**src/rtl/tail_light_sequencer.sv**
```systemverilog
// Rear-lamp controller: sequenced left/right side groups plus a centre group,
// driven by level turn/brake/hazard requests and self-terminating comfort blinks.
module tail_light_sequencer #(
  parameter int SIDE_LAMPS     = 3,
  parameter int CENTER_LAMPS   = 4,
  parameter int TICK_DIV       = 12_500_000,
  parameter int FILL_MODE      = 0,
  parameter int COMFORT_SWEEPS = 3
) (
  input  logic                                  clk,
  input  logic                                  rst,
  input  logic                                  left_req,
  input  logic                                  right_req,
  input  logic                                  brake,
  input  logic                                  hazard,
  input  logic                                  comfort_l,
  input  logic                                  comfort_r,
  output logic [2*SIDE_LAMPS+CENTER_LAMPS-1:0] leds,
  output logic                                  busy
);

  localparam int L  = 2*SIDE_LAMPS + CENTER_LAMPS;
  localparam int PW = $clog2(SIDE_LAMPS + 1);
  localparam int CW = $clog2(TICK_DIV);
  localparam int NW = $clog2(COMFORT_SWEEPS + 1);

  localparam logic [PW-1:0] POS_LAST  = (FILL_MODE != 0) ? PW'(SIDE_LAMPS) : PW'(SIDE_LAMPS - 1);
  localparam logic [PW-1:0] POS_BLANK = PW'(SIDE_LAMPS);
  localparam logic [CW-1:0] CNT_LAST  = CW'(TICK_DIV - 1);
  localparam logic [NW-1:0] COMF_LAST = NW'(COMFORT_SWEEPS - 1);

  localparam logic [2:0] IDLE   = 3'd0;
  localparam logic [2:0] TURN_L = 3'd1;
  localparam logic [2:0] TURN_R = 3'd2;
  localparam logic [2:0] COMF_L = 3'd3;
  localparam logic [2:0] COMF_R = 3'd4;
  localparam logic [2:0] HAZ    = 3'd5;

  logic [2:0]    state_reg, state_next;
  logic [CW-1:0] cnt_reg, cnt_next;
  logic [PW-1:0] pos_reg, pos_next;
  logic [NW-1:0] comf_cnt_reg, comf_cnt_next;
  logic          phase_reg, phase_next;
  logic [L-1:0]  leds_next;
  logic [SIDE_LAMPS-1:0] lamp_on;

  logic step, in_comf, sweep_wrap, comf_done, comf_start, clear;
  logic haz_next, seq_left, seq_right;

  always_comb begin
    step       = (cnt_reg == CNT_LAST);
    in_comf    = (state_reg == COMF_L) || (state_reg == COMF_R);
    sweep_wrap = step && (pos_reg == POS_LAST);
    comf_done  = in_comf && sweep_wrap && (comf_cnt_reg == COMF_LAST);

    // Level requests first, then comfort pulses (left wins), then comfort hold.
    comf_start = 1'b0;
    state_next = IDLE;
    if (hazard || (left_req && right_req)) begin
      state_next = HAZ;
    end else if (left_req) begin
      state_next = TURN_L;
    end else if (right_req) begin
      state_next = TURN_R;
    end else if (comfort_l) begin
      state_next = COMF_L;
      comf_start = 1'b1;
    end else if (comfort_r) begin
      state_next = COMF_R;
      comf_start = 1'b1;
    end else if (in_comf && !comf_done) begin
      state_next = state_reg;
    end

    clear = (state_next != state_reg) || comf_start || (state_next == IDLE);

    if (clear) begin
      cnt_next      = '0;
      pos_next      = '0;
      comf_cnt_next = '0;
      phase_next    = (state_next == HAZ);
    end else begin
      cnt_next      = step ? '0 : cnt_reg + 1'b1;
      pos_next      = step ? ((pos_reg == POS_LAST) ? '0 : pos_reg + 1'b1) : pos_reg;
      comf_cnt_next = (in_comf && sweep_wrap) ? comf_cnt_reg + 1'b1 : comf_cnt_reg;
      phase_next    = (state_reg == HAZ && step) ? ~phase_reg : phase_reg;
    end

    haz_next  = (state_next == HAZ);
    seq_left  = (state_next == TURN_L) || (state_next == COMF_L);
    seq_right = (state_next == TURN_R) || (state_next == COMF_R);
  end

  // Lamp index gi counts outward from the inner edge of a side group.
  genvar gi;
  generate
    for (gi = 0; gi < SIDE_LAMPS; gi++) begin : g_side
      localparam logic [PW-1:0] IDX = PW'(gi);
      if (FILL_MODE != 0) begin : g_fill
        assign lamp_on[gi] = (pos_next >= IDX) && (pos_next != POS_BLANK);
      end else begin : g_dot
        assign lamp_on[gi] = (pos_next == IDX);
      end
      assign leds_next[L-SIDE_LAMPS+gi] = haz_next ? phase_next : (seq_left  ? lamp_on[gi] : brake);
      assign leds_next[SIDE_LAMPS-1-gi] = haz_next ? phase_next : (seq_right ? lamp_on[gi] : brake);
    end
    for (gi = 0; gi < CENTER_LAMPS; gi++) begin : g_center
      assign leds_next[SIDE_LAMPS+gi] = haz_next ? phase_next : brake;
    end
  endgenerate

  always_ff @(posedge clk or negedge rst) begin
    if (!rst) begin
      state_reg    <= IDLE;
      cnt_reg      <= '0;
      pos_reg      <= '0;
      comf_cnt_reg <= '0;
      phase_reg    <= 1'b0;
      leds         <= '0;
      busy         <= 1'b0;
    end else begin
      state_reg    <= state_next;
      cnt_reg      <= cnt_next;
      pos_reg      <= pos_next;
      comf_cnt_reg <= comf_cnt_next;
      phase_reg    <= phase_next;
      leds         <= leds_next;
      busy         <= (state_next != IDLE);
    end
  end

endmodule

```
**config.mk**
```make
export PLATFORM = sky130hd
export DESIGN_NAME = tail_light_sequencer
export DESIGN_NICKNAME = d
export VERILOG_FILES = /design/src/rtl/tail_light_sequencer.sv
export SDC_FILE = /design/constraint.sdc
export NUM_CORES = 1
export LEC_CHECK = 0
export ABC_AREA = 1
export ABC_CLOCK_PERIOD_IN_PS = 5300
export CAP_MARGIN = 10
export CORE_MARGIN = 10
export CORE_UTILIZATION = 44
export DETAILED_ROUTE_END_ITERATION = 8
export SKIP_CTS_REPAIR_TIMING = 1
export SLEW_MARGIN = 5
export SYNTH_ARGS = -nofsm -noshare
export SYNTH_HDL_FRONTEND = slang
export SYNTH_SLANG_ARGS = --single-unit
```
**constraint.sdc**
```tcl
create_clock -name clk -period 5.3 [get_ports clk]
set_input_delay 1.06 -clock clk [delete_from_list [all_inputs] [get_ports clk]]
set_output_delay 1.06 -clock clk [all_outputs]
set_load 0.005 [all_outputs]
```
==> metrics.txt, run 1 <==
Final Routed Wirelength 4870 um; type of origin of the critical path primary input; worst hold start cnt_reg[0]$_DFF_PN0_; max reg flops 24; count of flip-flops with a built-in enable after synthesis 0; final worst-path cycle share 59.1%; Synth Register Bits 40; sum of net half-perimeters after detailed placement 3680 um; I/O pin count 19; largest driver fanout on the critical path 13; number of nets still failing antenna checks after routing 0; worst clock skew 7.52 ps; classification of the worst-slack hold path reg -> reg; clock tree from TritonCTS yes; number of buffers on the longest clock path 2; Fmax 0.319 GHz; unique cell type count in the Yosys netlist 37; count of H-tree levels built during CTS 2; share of synthesized flip-flops with an asynchronous set or reset between 90% and 100%; worst slew margin relative to its limit 40.5%; data arrival at the endpoint of the critical path 3350 ps; router iterations before antenna repair 4; WL/cell 12.9 um; clock input transition at the sequential cells of the worst setup and hold paths 80 ps; element type at the critical path end flop; clock latency on the worst-skew pair 300 ps; vias after detailed routing 1866; DR vias/cell 4.92; minimum clock period after layout 3130 ps; standard-cell rows 26; hold slack approximately 480 ps; Syn. warnings 0; count of routing violations after the opening detailed-route iteration 126; RSZ-0062 raised after global routing no; fillers 508; largest net degree at the start of global routing 41; number of maximum-capacitance violations 0; Port Buffers 18; cell leakage power 1.18 nW; Post-Layout Cell Count between 300 and 400; Post-Place Cells 371; Final #Nets 318; fraction of the yosys area taken by sequential cells 42.1%; proportion of layout cells with a drive suffix above 1 between 10% and 20%; Setup CP Type in -> reg; synthesized area per cell between 8 and 9 um2; Mapped Cells 288; number of sinks driven by the clock tree 40; Power Total about 0.66 mW; Inserted Diodes 0; Most used DFF post-synth sky130_fd_sc_hd__dfrtp_1; initial antenna violation count 0; total of endpoints with negative setup slack in the final report 0; Reg2Reg Launch Point cnt_reg[0]$_DFF_PN0_; Critical Path Start left_req; Floorplan Core Area 5170 um2; pin slew with the least headroom to its limit 893 ps; effective utilization at floorplan 46.0%; Die Span Y 93.5 um; Clock Root Buffer sky130_fd_sc_hd__clkbuf_8; Layout area overhead 13.7%; power per standard cell area 244 nW/um2; number of pins with negative max-slew slack in the final report 0; via count of the first global-routing pass 1846; total negative slack 0 ps; utilization after layout between 50% and 60%; mapped cell area 2380 um2; clock buffer count from CTS 5; Worst EP required roughly 5500 ps; global-route wire length before repair 8650 um; worst-case vdd ir drop 0.123 mV; number of design rule violations left after detail routing 0; outcome finished clean; die area 8750 um2; Fin. Hold Viols 0; RD Place Congestion 0.858; Die X-Extent roughly 94 um; overall track demand over capacity in global routing 12.2%; post-synth net total 298; overflow left after global routing 0
==> through the flow <==
step | worst slack [ps] | instance area [um2]
6_report | 2170 | 2700
5_1_grt | 1980 | 2700
4_1_cts | 2180 | 2700
3_5_place_dp | 1870 | 2600
3_3_place_gp | 1970 | 2600
2_1_floorplan | 2750 | 2380
==> cells in the mapped netlist, types with 3 or more instances <==
master	count	area, um2
sky130_fd_sc_hd__nand3_2	3	30.0
sky130_fd_sc_hd__a21oi_1	9	45.0
sky130_fd_sc_hd__o21ai_0	5	25.0
sky130_fd_sc_hd__inv_2	3	11.3
sky130_fd_sc_hd__nor3_1	6	30.0
sky130_fd_sc_hd__dfrtp_1	40	1000
sky130_fd_sc_hd__xor2_1	6	52.6
sky130_fd_sc_hd__nor2_2	11	68.8
sky130_fd_sc_hd__nand2_2	7	43.8
sky130_fd_sc_hd__buf_4	3	22.5
sky130_fd_sc_hd__nand3_1	13	65.1
sky130_fd_sc_hd__inv_1	35	131
sky130_fd_sc_hd__nor2_1	30	113
sky130_fd_sc_hd__nand2_1	68	255
sky130_fd_sc_hd__nand4_1	11	68.8
sky130_fd_sc_hd__nor3_2	8	80.1
==> layer usage <==
| layer | global-route usage [%] | wire length [um] |
|---|---|---|
| met2 | 19.2 | 2180 |
| met4 | 3.47 | 57 |
| met3 | 3.52 | 202 |
| met1 | 15.9 | 2440 |
| met5 | 0 | 0 |
==> power by group <==
part           leakage (nW)  total, mW  switching [mW]  internal [mW]
clock                0.0552      0.249           0.109          0.140
combinational         0.605     0.0894          0.0539         0.0356
sequential            0.520      0.322         0.00592          0.316
==> layout by cell type (no fill, tap or decap), types with 3 or more instances in the layout <==
cell type	synthesis	layout
sky130_fd_sc_hd__nand3_1	13	13
sky130_fd_sc_hd__clkbuf_8	0	5
sky130_fd_sc_hd__inv_1	35	35
sky130_fd_sc_hd__inv_2	3	3
sky130_fd_sc_hd__nand2_2	7	7
sky130_fd_sc_hd__nor3_1	6	6
sky130_fd_sc_hd__nor2_1	30	30
sky130_fd_sc_hd__nand2_1	68	68
sky130_fd_sc_hd__a21oi_1	9	9
sky130_fd_sc_hd__xor2_1	6	6
sky130_fd_sc_hd__dfrtp_1	40	40
sky130_fd_sc_hd__nand3_2	3	3
sky130_fd_sc_hd__nand4_1	11	11
sky130_fd_sc_hd__o21ai_0	5	5
sky130_fd_sc_hd__nor3_2	8	8
sky130_fd_sc_hd__clkdlybuf4s50_1	0	17
sky130_fd_sc_hd__nor2_2	11	11
==> final cells by class <==
cell class / instances / area (um2) / area share, %
Clock buffer: 6 / 72.6 / 2.68
Clock inverter: 2 / 35.0 / 1.30
Inverter: 38 / 143 / 5.28
Multi-Input combinational cell: 205 / 1190 / 44.0
Sequential cell: 40 / 1000 / 37.0
Tap cell: 70 / 87.6 / 3.24
Timing Repair Buffer: 18 / 175 / 6.48
==> final timing paths <==
check	endpoint	slack (ps)	depth (start not counted)
max in group asynchronous	state_reg[1]$_DFF_PN0_	3860	1
hold / removal	cnt_reg[0]$_DFF_PN0_	480	1
hold reg to reg	cnt_reg[0]$_DFF_PN0_	480	1
setup / recovery	cnt_reg[23]$_DFF_PN0_	2170	10
setup reg to reg	cnt_reg[23]$_DFF_PN0_	2800	17
min in group asynchronous	cnt_reg[0]$_DFF_PN0_	880	1
==> cells by family after synthesis <==
logic type	synth area share [%]
compound gates	6.63
xor+xnor	2.95
fa+ha+maj	1.05
buf+inv	7.89
flops	42.1
simple gates	39.4
==> critical path, stage by stage <==
cell	delay, ps
sky130_fd_sc_hd__clkdlybuf4s50_1	490
sky130_fd_sc_hd__a21oi_4	340
sky130_fd_sc_hd__inv_2	90
sky130_fd_sc_hd__nor2_1	360
sky130_fd_sc_hd__nand3_1	160
sky130_fd_sc_hd__nand2_2	110
sky130_fd_sc_hd__nand3_4	100
sky130_fd_sc_hd__nor2_8	210
sky130_fd_sc_hd__nand2_4	180
sky130_fd_sc_hd__nor3_1	240
(Power assumes the default switching activity.)
==> inputs of run 2 (changes only) <==
Settings changed: ABC_CLOCK_PERIOD_IN_PS 5300 to 2750, PLACE_DENSITY from default to 0.66.
Clock period 5.3 ns to 2.75 ns, I/O delays scaled along.
==> run 2 against run 1 <==
  * Total power is 110% higher
  * Die area did not move
  * Sequential power is 93% higher
  * Register-to-register slack lost 2500 ps
  * Sequential share of layout area decreased by 0.39 points
  * Clock-buffer cell count decreased by 1
  * Cell area up 1.1%
  * Clock power up 130%
  * Flip-flop and latch count unchanged
  * Combinational power up 96%
  * Core utilization grew 0.56 points
  * Largest cell class unchanged
  * Highest routed layer unchanged
==> metrics.txt, run 2 (synthesized netlist as in run 1, its figures left out) <==
global-route wire length before repair 9000 um; number of sinks driven by the clock tree 40; Final Routed Wirelength a little under 5000 um; proportion of layout cells with a drive suffix above 1 17.2%; cell with the largest stage delay on the worst path sky130_fd_sc_hd__dfrtp_1; vias after detailed routing between 1500 and 2000; clock input transition at the sequential cells of the worst setup and hold paths 70 ps; classification of the worst-slack hold path in -> async; largest driver fanout on the critical path 13; overall track demand over capacity in global routing approximately 13%; WL/cell between 10 and 15 um; met2 wire length approximately 2300 um; DR vias/cell roughly 5; sum of net half-perimeters after detailed placement 3700 um; element type at the critical path end flop; count of H-tree levels built during CTS 2; number of design rule violations left after detail routing 0; Fin. Hold Viols 0; Die Span Y 93.5 um; number of maximum-capacitance violations 0; Clock Root Buffer sky130_fd_sc_hd__clkbuf_8; clock buffer count from CTS 5; Setup CP Type reg -> reg; Fmax slightly above 0.4 GHz; number of nets still failing antenna checks after routing 0; I/O pin count 19; final worst-path cycle share 88.4%; die area between 8000 and 9000 um2; total of endpoints with negative setup slack in the final report 0; largest net degree at the start of global routing 41; Port Buffers 18; most common cell after layout, fill and taps aside sky130_fd_sc_hd__nand2_1; worst-case vdd ir drop about 0.26 mV; met1 wire length 2270 um; max reg flops 24; Floorplan Core Area 5170 um2; clock latency on the worst-skew pair 300 ps; CP Cell Sequence ha_1 > nand2_1 > nor2_4 > nand2_1 > nor2_2 > nand4_1 > nand3_2 > nand2_2 > nand2_2 > nand2_1 > nand2_2 > nand3_4 > nor2_8 > nand2_4 > nor3_1; pin slew with the least headroom to its limit 870 ps; outcome finished clean; total negative slack 0 ps; Worst EP required between 2000 and 3000 ps; clock tree from TritonCTS yes; commonest cells after routing, fill and taps aside 68 x sky130_fd_sc_hd__nand2_1, 40 x sky130_fd_sc_hd__dfrtp_1, 35 x sky130_fd_sc_hd__inv_1; met3 routed WL 149 um; data arrival at the endpoint of the critical path approximately 2600 ps; largest stage delay on the critical path 390 ps; router iterations before antenna repair 4; uppermost routed layer met4; RSZ-0062 raised after global routing no; cell count along the critical path 15; Layout area overhead 14.9%; number of buffers on the longest clock path 2; standard-cell rows 26; Die X-Extent 93.5 um; cell leakage power 1.19 nW; Power Total 1.36 mW; type of origin of the critical path flop; power per standard cell area 497 nW/um2; Buffers & Inverters on Critical Path 0; RD Place Congestion 0.863; initial antenna violation count 0; count of routing violations after the opening detailed-route iteration 121; Final #Nets 319; via count of the first global-routing pass 1942; Inserted Diodes 0; overflow left after global routing 0; worst slew margin relative to its limit 42.0%; effective utilization at floorplan between 40 and 50%; number of pins with negative max-slew slack in the final report 0; number of cells on the worst reg-to-reg path 15; worst clock skew 7.24 ps; minimum clock period after layout roughly 2400 ps; family of cells with the greatest summed delay on the critical path simple AND/OR/NAND/NOR gates
[run 2: worst register-to-register path: cells and delay by family, from the launching register on]
family | cells | cell delay [ps]
simple gates | 14 | 1790
fa+ha+maj | 1 | 180
flops | 1 | 390
[run 2: area by class of cell]
type | count | area [um2]
well taps | 70 | 87.6
clock buffers | 5 | 68.8
fillers | 484 | 2440
clock inverters | 2 | 60.1
flip-flops and latches | 40 | 1000
inverters | 38 | 143
multi-input cells | 205 | 1190
repair buffers | 19 | 183
[run 2: through the flow]
step	utilization (%)	cells	hold slack [ps]	cell area, um2	setup WS, ps
final	52.8	379	364	2730	318
after global routing	52.8	379	458	2730	15.8
after CTS	52.8	379	404	2730	281
after detailed placement	50.3	372	471	2600	29.3
after global placement	50.3	372	465	2600	85.2
after floorplan	-	288	254	2380	710
[run 2: where the power goes]
group	internal, mW	switching (mW)	total (mW)
logic	0.0697	0.105	0.175
registers	0.609	0.0113	0.620
clock network	0.357	0.206	0.564
[run 2: worst paths after layout]
check / from / to / slack (ps)
setup / recovery: cnt_reg[0]$_DFF_PN0_ / cnt_reg[22]$_DFF_PN0_ / 320
hold / removal: rst / cnt_reg[19]$_DFF_PN0_ / 360
setup reg to reg: cnt_reg[0]$_DFF_PN0_ / cnt_reg[22]$_DFF_PN0_ / 320
hold reg to reg: cnt_reg[0]$_DFF_PN0_ / cnt_reg[0]$_DFF_PN0_ / 480
max in group asynchronous: rst / leds[2]$_DFF_PN0_ / 1840
min in group clk: cnt_reg[0]$_DFF_PN0_ / cnt_reg[0]$_DFF_PN0_ / 480
[run 2: metal layers]
| metal | GRT usage (%) | vias to the layer above |
|---|---|---|
| li1 | - | 972 |
| met1 | 15.0 | 903 |
| met2 | 21.3 | 18 |
| met3 | 2.88 | 7 |
| met4 | 5.01 | 0 |
| met5 | 0 | - |
